<file path="config.mk">
export PLATFORM = sky130hd
export DESIGN_NAME = aes_stream_loader
export DESIGN_NICKNAME = d
export VERILOG_FILES = /design/src/rtl/aes_stream_loader.sv
export SDC_FILE = /design/constraint.sdc
export NUM_CORES = 1
export LEC_CHECK = 0
export CORE_AREA = 2 2 226 228
export CTS_CLUSTER_DIAMETER = 50
export CTS_CLUSTER_SIZE = 24
export DETAILED_ROUTE_END_ITERATION = 12
export DIE_AREA = 0 0 228 230
export DONT_BUFFER_PORTS = 1
export PLACE_DENSITY = 0.42
export SLEW_MARGIN = 0
export SYNTH_ARGS = -nofsm -noshare
export SYNTH_HDL_FRONTEND = slang
export SYNTH_SLANG_ARGS = --single-unit
</file>
<file path="constraint.sdc">
create_clock -name clk -period 3.93 [get_ports clk]
set_input_delay 0.1965 -clock clk [delete_from_list [all_inputs] [get_ports clk]]
set_output_delay 0.1965 -clock clk [all_outputs]
set_load 0.03 [all_outputs]
</file>
<file path="src/rtl/aes_stream_loader.sv">
// aes_stream_loader: stream adapter for a combinational AES-128 encryption core.
// It collects a key and four 32-bit plaintext words, then holds block and key
// stable on the core inputs for SETTLE_CYCLES. After that it captures the core
// result and streams it out as four 32-bit words. Only one block is in flight,
// and the input and output phases never overlap.
module aes_stream_loader #(
    parameter int SETTLE_CYCLES = 2
) (
    input  logic         clk,
    input  logic         rst_n,
    input  logic         key_valid,
    output logic         key_ready,
    input  logic [127:0] key_in,
    input  logic         s_valid,
    output logic         s_ready,
    input  logic [31:0]  s_data,
    output logic [127:0] core_data,
    output logic [127:0] core_key,
    input  logic [127:0] core_result,
    output logic         m_valid,
    input  logic         m_ready,
    output logic [31:0]  m_data,
    output logic         busy,
    output logic         key_loaded
);

    localparam int SCW = (SETTLE_CYCLES > 1) ? $clog2(SETTLE_CYCLES) : 1;
    localparam logic [SCW-1:0] SCNT_LAST = SCW'(SETTLE_CYCLES - 1);

    typedef enum logic [1:0] {
        COLLECT,
        SETTLE,
        DRAIN
    } state_t;

    state_t         state;
    state_t         state_next;
    logic [1:0]     wcnt;
    logic [1:0]     ocnt;
    logic [SCW-1:0] scnt;
    logic [127:0]   data_reg;
    logic [127:0]   key_reg;
    logic [127:0]   result_reg;

    logic s_fire;
    logic key_fire;
    logic m_fire;

    assign s_fire   = s_valid & s_ready;
    assign key_fire = key_valid & key_ready;
    assign m_fire   = m_valid & m_ready;

    assign core_data = data_reg;
    assign core_key  = key_reg;
    assign m_data    = result_reg[127:96];

    // State register.
    always_ff @(posedge clk or negedge rst_n) begin
        if (!rst_n) begin
            state <= COLLECT;
        end else begin
            state <= state_next;
        end
    end

    // Next-state decode and handshake outputs.
    always_comb begin
        state_next = state;
        key_ready  = 1'b0;
        s_ready    = 1'b0;
        m_valid    = 1'b0;
        busy       = 1'b0;
        case (state)
            COLLECT: begin
                // The key may only change between blocks, never mid-block.
                key_ready = (wcnt == 2'd0);
                s_ready   = key_loaded;
                if (s_valid && key_loaded && (wcnt == 2'd3)) begin
                    state_next = SETTLE;
                end
            end
            SETTLE: begin
                busy = 1'b1;
                if (scnt == SCNT_LAST) begin
                    state_next = DRAIN;
                end
            end
            DRAIN: begin
                busy    = 1'b1;
                m_valid = 1'b1;
                if (m_ready && (ocnt == 2'd3)) begin
                    state_next = COLLECT;
                end
            end
            default: begin
                state_next = COLLECT;
            end
        endcase
    end

    // Datapath: key and block assembly, settle counter, result capture and drain shift.
    always_ff @(posedge clk or negedge rst_n) begin
        if (!rst_n) begin
            wcnt       <= '0;
            ocnt       <= '0;
            scnt       <= '0;
            data_reg   <= '0;
            key_reg    <= '0;
            result_reg <= '0;
            key_loaded <= 1'b0;
        end else begin
            // A key and the first word can land on the same edge.
            // The block then uses the new key.
            if (key_fire) begin
                key_reg    <= key_in;
                key_loaded <= 1'b1;
            end
            if (state == COLLECT && s_fire) begin
                data_reg <= {data_reg[95:0], s_data};
                wcnt     <= wcnt + 2'd1;
                if (wcnt == 2'd3) begin
                    scnt <= '0;
                end
            end
            if (state == SETTLE) begin
                scnt <= scnt + 1'b1;
                if (scnt == SCNT_LAST) begin
                    result_reg <= core_result;
                    ocnt       <= '0;
                end
            end
            if (state == DRAIN && m_fire) begin
                result_reg <= {result_reg[95:0], 32'h0};
                ocnt       <= ocnt + 2'd1;
            end
        end
    end

endmodule
</file>
==> results.cfg, run 1 <==
[run_status]
status = finished, violations left
violations = hold timing

[synth]
netlist_instances = 1279
yosys_warnings = 0
synth-seq-area-share = 0.620
async_reset_ff_frac = 1.00
synthAdderAreaFrac = 0.00554
synth_compound_area_frac = 0.0517
synth_area_mm2 = 0.0158
synthXorXnorAreaFrac = 0.000554
avgSynthCellArea_um2 = 12.4
synth_top_family_by_area = multiplexers
synth_mux_area_frac = 0.184
yosys.area_share.simple = 0.0884
syn_nets = 1579
ys_types = 27
synth_edf_count = 0
synth.ff_latch_count = 392
synth_ff_type = dfrtp_1

[cts]
numClockSinks = 392
cts_resized = 0
holdBufCountCts = 290
clk_latency_ns = 0.57
h-tree-depth = 2
clk_path_buf_depth = 3
cts_tree = yes
root_buffer = clkbuf_16
clk_pin_slew_ns = 0.06
cts_buffers = 48

[place]
io_buffers = 0
gp_congestion = 0.794
dpl.hpwl_mm = 29.5

[worst_setup_path]
crit_path_start = state[0]
ff2ff_setup_slack_ns = 1.40
r2r_cells = 6
critPathCapture = core_data[97]
timing.rr.start = state[0]
crit_required_ns = 4.38
r2r-end = core_data[97]
start_kind = flip-flop
path_max_fanout = 56
crit_type = flip-flop to flip-flop
cp.arrival_ns = 2.98
end_kind = flip-flop

[route]
vias_per_cell = 4.73
drc = 0
firstDrtPassIters = 5
drtIter0Drc = 732
wl_per_cell_um = 20.0
drtAntennaViolNets = 0
via_count = 10600
routed_wirelength_mm = 44.6

[power]
powerDensity_mw_per_mm2 = 955
leakage_nw = 9.07
power_mw = 19.8
max-vdd-ir-drop_uv = 494

[timing]
setup_viol = 0
final_hold_viol_count = 392
worst_slew_pin_slew_ns = 0.819
maxSlewHeadroom = 0.454
clock-skew-final_ns = 0.0146
rsz0062_at_grt = false
finalSetupTns_ns = 0
fin_crit_ns = 2.53
final_max_slew_viol_count = 0
holdWs_ns = -0.661
fmaxAchievable_mhz = 395
finalCritPeriodShare = 0.645

[layout]
final_cell_mix = dfrtp_1, dlygate4sd3_1, nand2_1
synthToLayoutAreaGrowth_pct = 30.9
layout_commonest_cell = dfrtp_1
layout.nets = 1818
drive_gt1_frac = 0.228
utilization = 0.415

[global_route]
first_global_vias = 11300
overflow = 0
grt_max_degree = 393
antenna_found_initial = 3
grt_pass1_wl_mm = 69.3
track_usage = 0.167

[die]
start_util = 0.317
core_mm2 = 0.0499
die-area_mm2 = 0.0524
io_pins = 586
dieWidth_um = 228
dieHeight_um = 230
std_cell_rows = 82

[worst_hold_path]
hp-class = input port to async pin

[flow_run]
maxCapViolations = 0
## routing by layer
layer	wire, um	GRT usage	share of wire	up-vias
met5	9	0	0.00020	-
met4	931	0.0466	0.021	2
met3	3620	0.0618	0.081	68
met2	21700	0.268	0.49	361
met1	18300	0.213	0.41	5320
li1	-	-	-	4808
## what timing repair did
item | in CTS | in global routing
setup buffers | 0 | 0
endpoints found under the setup margin | 0 | 0
hold endpoints to repair | 682 | 392
## critical path, stage by stage, from the launching register on
cell and delay [ns]:
dfrtp_1 0.36, inv_1 0.08, ha_1 0.25, and2_2 0.31, nand2_4 0.59, buf_4 0.41
mux2_2 0.37
## synthesized netlist by cell type, drive strengths merged (2+ instances only)
cell type | count | area share
dfrtp | 392 | 0.62
nand2 | 262 | 0.063
mux2 | 258 | 0.18
a31oi | 96 | 0.038
nor2 | 96 | 0.023
buf | 90 | 0.042
a21oi | 33 | 0.010
clkbuf | 23 | 0.0061
ha | 7 | 0.0055
inv | 6 | 0.0014
and2 | 4 | 0.0017
nand3 | 3 | 0.00095
o21ai | 2 | 0.00063
## logic make-up (layout without fill, tap and decap cells)
group | Yosys count | after routing
flip-flops | 392 | 392
AND/OR/NAND/NOR | 366 | 366
multiplexers | 258 | 258
AO/OA/AOI/OAI | 136 | 136
buffers and inverters | 119 | 396
adder cells (fa/ha/maj) | 7 | 7
XOR/XNOR | 1 | 1
other | 0 | 2
## how the worst min path moves through the flow
stage                    endpoint   from  slack (ns)
floorplan            core_data[0]  rst_n        -0.1
global placement    core_data[72]  rst_n       -0.09
detailed placement  core_data[72]  rst_n       -0.09
CTS                 core_data[79]  rst_n       -0.71
global route        core_data[40]  rst_n       -0.71
finish              core_data[72]  rst_n       -0.66
## per-stage QoR
step	worst slack, ns	cells	instance area (um2)
after floorplan	2.16	1279	15800
after global placement	1.40	1850	16100
after detailed placement	1.38	1850	16100
after CTS	1.38	2228	20700
after global routing	1.25	2230	20700
final	1.40	2230	20700
## cell type report
cell class | count | area, um2
diodes | 2 | 5.00
clock inverters | 31 | 410
repair buffers | 302 | 3060
well taps | 672 | 841
flip-flops and latches | 392 | 9810
multi-input cells | 768 | 5250
fillers | 4792 | 29200
inverters | 6 | 22.5
clock buffers | 57 | 1310
## where the power goes
| group | switching [mW] | internal, mW | leakage, nW |
|---|---|---|---|
| logic | 1.88 | 2.31 | 3.54 |
| registers | 4.80 | 6.05 | 4.70 |
| clock network | 1.85 | 2.88 | 0.831 |
Note: power is estimated with default switching activity, not from simulation.
==> run 2: changes to the inputs <==
- CORE_AREA: 2 2 226 228 -> 2 2 227 229
- DIE_AREA: 0 0 228 230 -> 0 0 229 231
- PLACE_DENSITY: 0.42 -> 0.44
- clock period: 3.93 -> 2.15 ns (I/O delays scaled with it)
==> run 2 against run 1 <==
Net effect: the flow still finishes with violations (hold timing); worst hold slack worse by 0.091 ns; die area is 0.88% higher; global-route usage is 0.50 points lower; final cell count is 1.2% higher; highest routed layer is now met4; utilization is 0.36 points lower; critical endpoint is now core_data[21]; largest power group unchanged; worst setup slack worse by 1.1 ns.
==> results.cfg, run 2 (synthesized netlist as in run 1, its figures left out) <==
[run_status]
status = finished, violations left
violations = hold timing

[place]
dpl.hpwl_mm = 29.8
io_buffers = 0
gp_congestion = 0.789

[cts]
cts_buffers = 45
cts_tree = yes
clk_pin_slew_ns = 0.06
clk_latency_ns = 0.56
h-tree-depth = 2
clk_path_buf_depth = 3
root_buffer = clkbuf_16
numClockSinks = 392
cts_resized = 0
holdBufCountCts = 291

[route]
vias_per_cell = 4.67
wl_per_cell_um = 19.6
drtIter0Drc = 641
drc = 0
drtAntennaViolNets = 0
routed_wirelength_mm = 44.2
firstDrtPassIters = 5
via_count = 10500

[flow_run]
maxCapViolations = 0

[die]
core_mm2 = 0.0507
start_util = 0.312
dieHeight_um = 231
io_pins = 586
std_cell_rows = 83
dieWidth_um = 229
die-area_mm2 = 0.0529

[timing]
final_max_slew_viol_count = 0
finalSetupTns_ns = 0
final_hold_viol_count = 392
holdWs_ns = -0.751
setup_viol = 0
fmaxAchievable_mhz = 527
rsz0062_at_grt = false
finalCritPeriodShare = 0.883
maxSlewHeadroom = 0.396
clock-skew-final_ns = 0.0159
fin_crit_ns = 1.90
worst_slew_pin_slew_ns = 0.906

[global_route]
antenna_found_initial = 2
grt_max_degree = 393
first_global_vias = 11300
overflow = 0
track_usage = 0.162
grt_pass1_wl_mm = 67.8

[power]
leakage_nw = 9.15
max-vdd-ir-drop_uv = 1090
powerDensity_mw_per_mm2 = 1720

[worst_hold_path]
hp-class = input port to async pin

[worst_setup_path]
ff2ff_setup_slack_ns = 0.25
cp.arrival_ns = 2.35
start_kind = flip-flop
timing.rr.start = state[0]
path_max_fanout = 44
r2r-end = core_data[21]
end_kind = flip-flop
crit_type = flip-flop to flip-flop
crit_required_ns = 2.60
r2r_cells = 6

[layout]
multiInputGateArea_mm2 = 0.00525
layout.nets = 1839
layout_commonest_cell = dfrtp_1
seq_area_mm2 = 0.00981
n_fill_cell = 4894
drive_gt1_frac = 0.233
synthToLayoutAreaGrowth_pct = 31.9
final_cell_mix = dfrtp_1, dlygate4sd3_1, nand2_1
## run 2: cell count changes in the layout (fill, tap and decap cells not counted), sizes merged
cell	change
clkbuf	-2
inv	+1
clkinvlp	-3
bufinv	-3
dlygate4sd3	+1
clkinv	+1
buf	+23
## run 2: per-layer routing
layer	vias to the layer above	routed length, um	track usage	share of wire
li1	4841	-	-	-
met1	5226	18100	0.203	0.41
met5	-	0	0	0
met2	403	21200	0.259	0.48
met4	0	1200	0.0597	0.027
met3	76	3720	0.0564	0.084
## run 2: metrics by stage
stage | setup slack (ns) | cells | instance area [um2] | power, mW | util
final | 0.252 | 2256 | 20900 | 35.8 | 0.411
after CTS | 0.207 | 2254 | 20800 | 36.1 | 0.411
after global routing | 0.124 | 2256 | 20900 | 37.8 | 0.411
after global placement | 0.282 | 1881 | 16400 | 27.4 | 0.323
after floorplan | 0.379 | 1279 | 15800 | 25.4 | -
after detailed placement | 0.223 | 1881 | 16400 | 27.6 | 0.323
## run 2: what timing repair did
item	in CTS	in global routing
endpoints found under the hold margin	691	392
setup buffers	0	0
endpoints found under the setup margin	0	0
## run 2: how the worst max path moves through the flow
stage | startpoint | endpoint | slack [ns]
detailed placement | state[0] | core_data[116] | 0.22
CTS | state[0] | core_data[97] | 0.21
floorplan | state[0] | core_data[116] | 0.38
global route | state[0] | core_data[49] | 0.12
finish | state[0] | core_data[21] | 0.25
global placement | state[0] | core_data[116] | 0.28
## run 2: cell type report
cell class | instances | share of cell area
Antenna cell | 2 | 0.000240
Timing Repair Buffer | 326 | 0.161
Tap cell | 680 | 0.0408
Multi-Input combinational cell | 768 | 0.252
Sequential cell | 392 | 0.470
Inverter | 6 | 0.00108
Clock inverter | 27 | 0.0163
Clock buffer | 55 | 0.0578
## run 2: power breakdown
group / internal [mW] / switching (mW)
clock network: 4.60 / 3.29
registers: 11.1 / 8.76
logic: 4.51 / 3.56
total: 20.2 / 15.6
## run 2: critical path, cell delays in order, from the launching register on
cell,delay (ns)
dfrtp_1,0.37
inv_1,0.09
ha_1,0.26
and2_2,0.24
nand2_4,0.17
buf_12,0.26
mux2_2,0.36
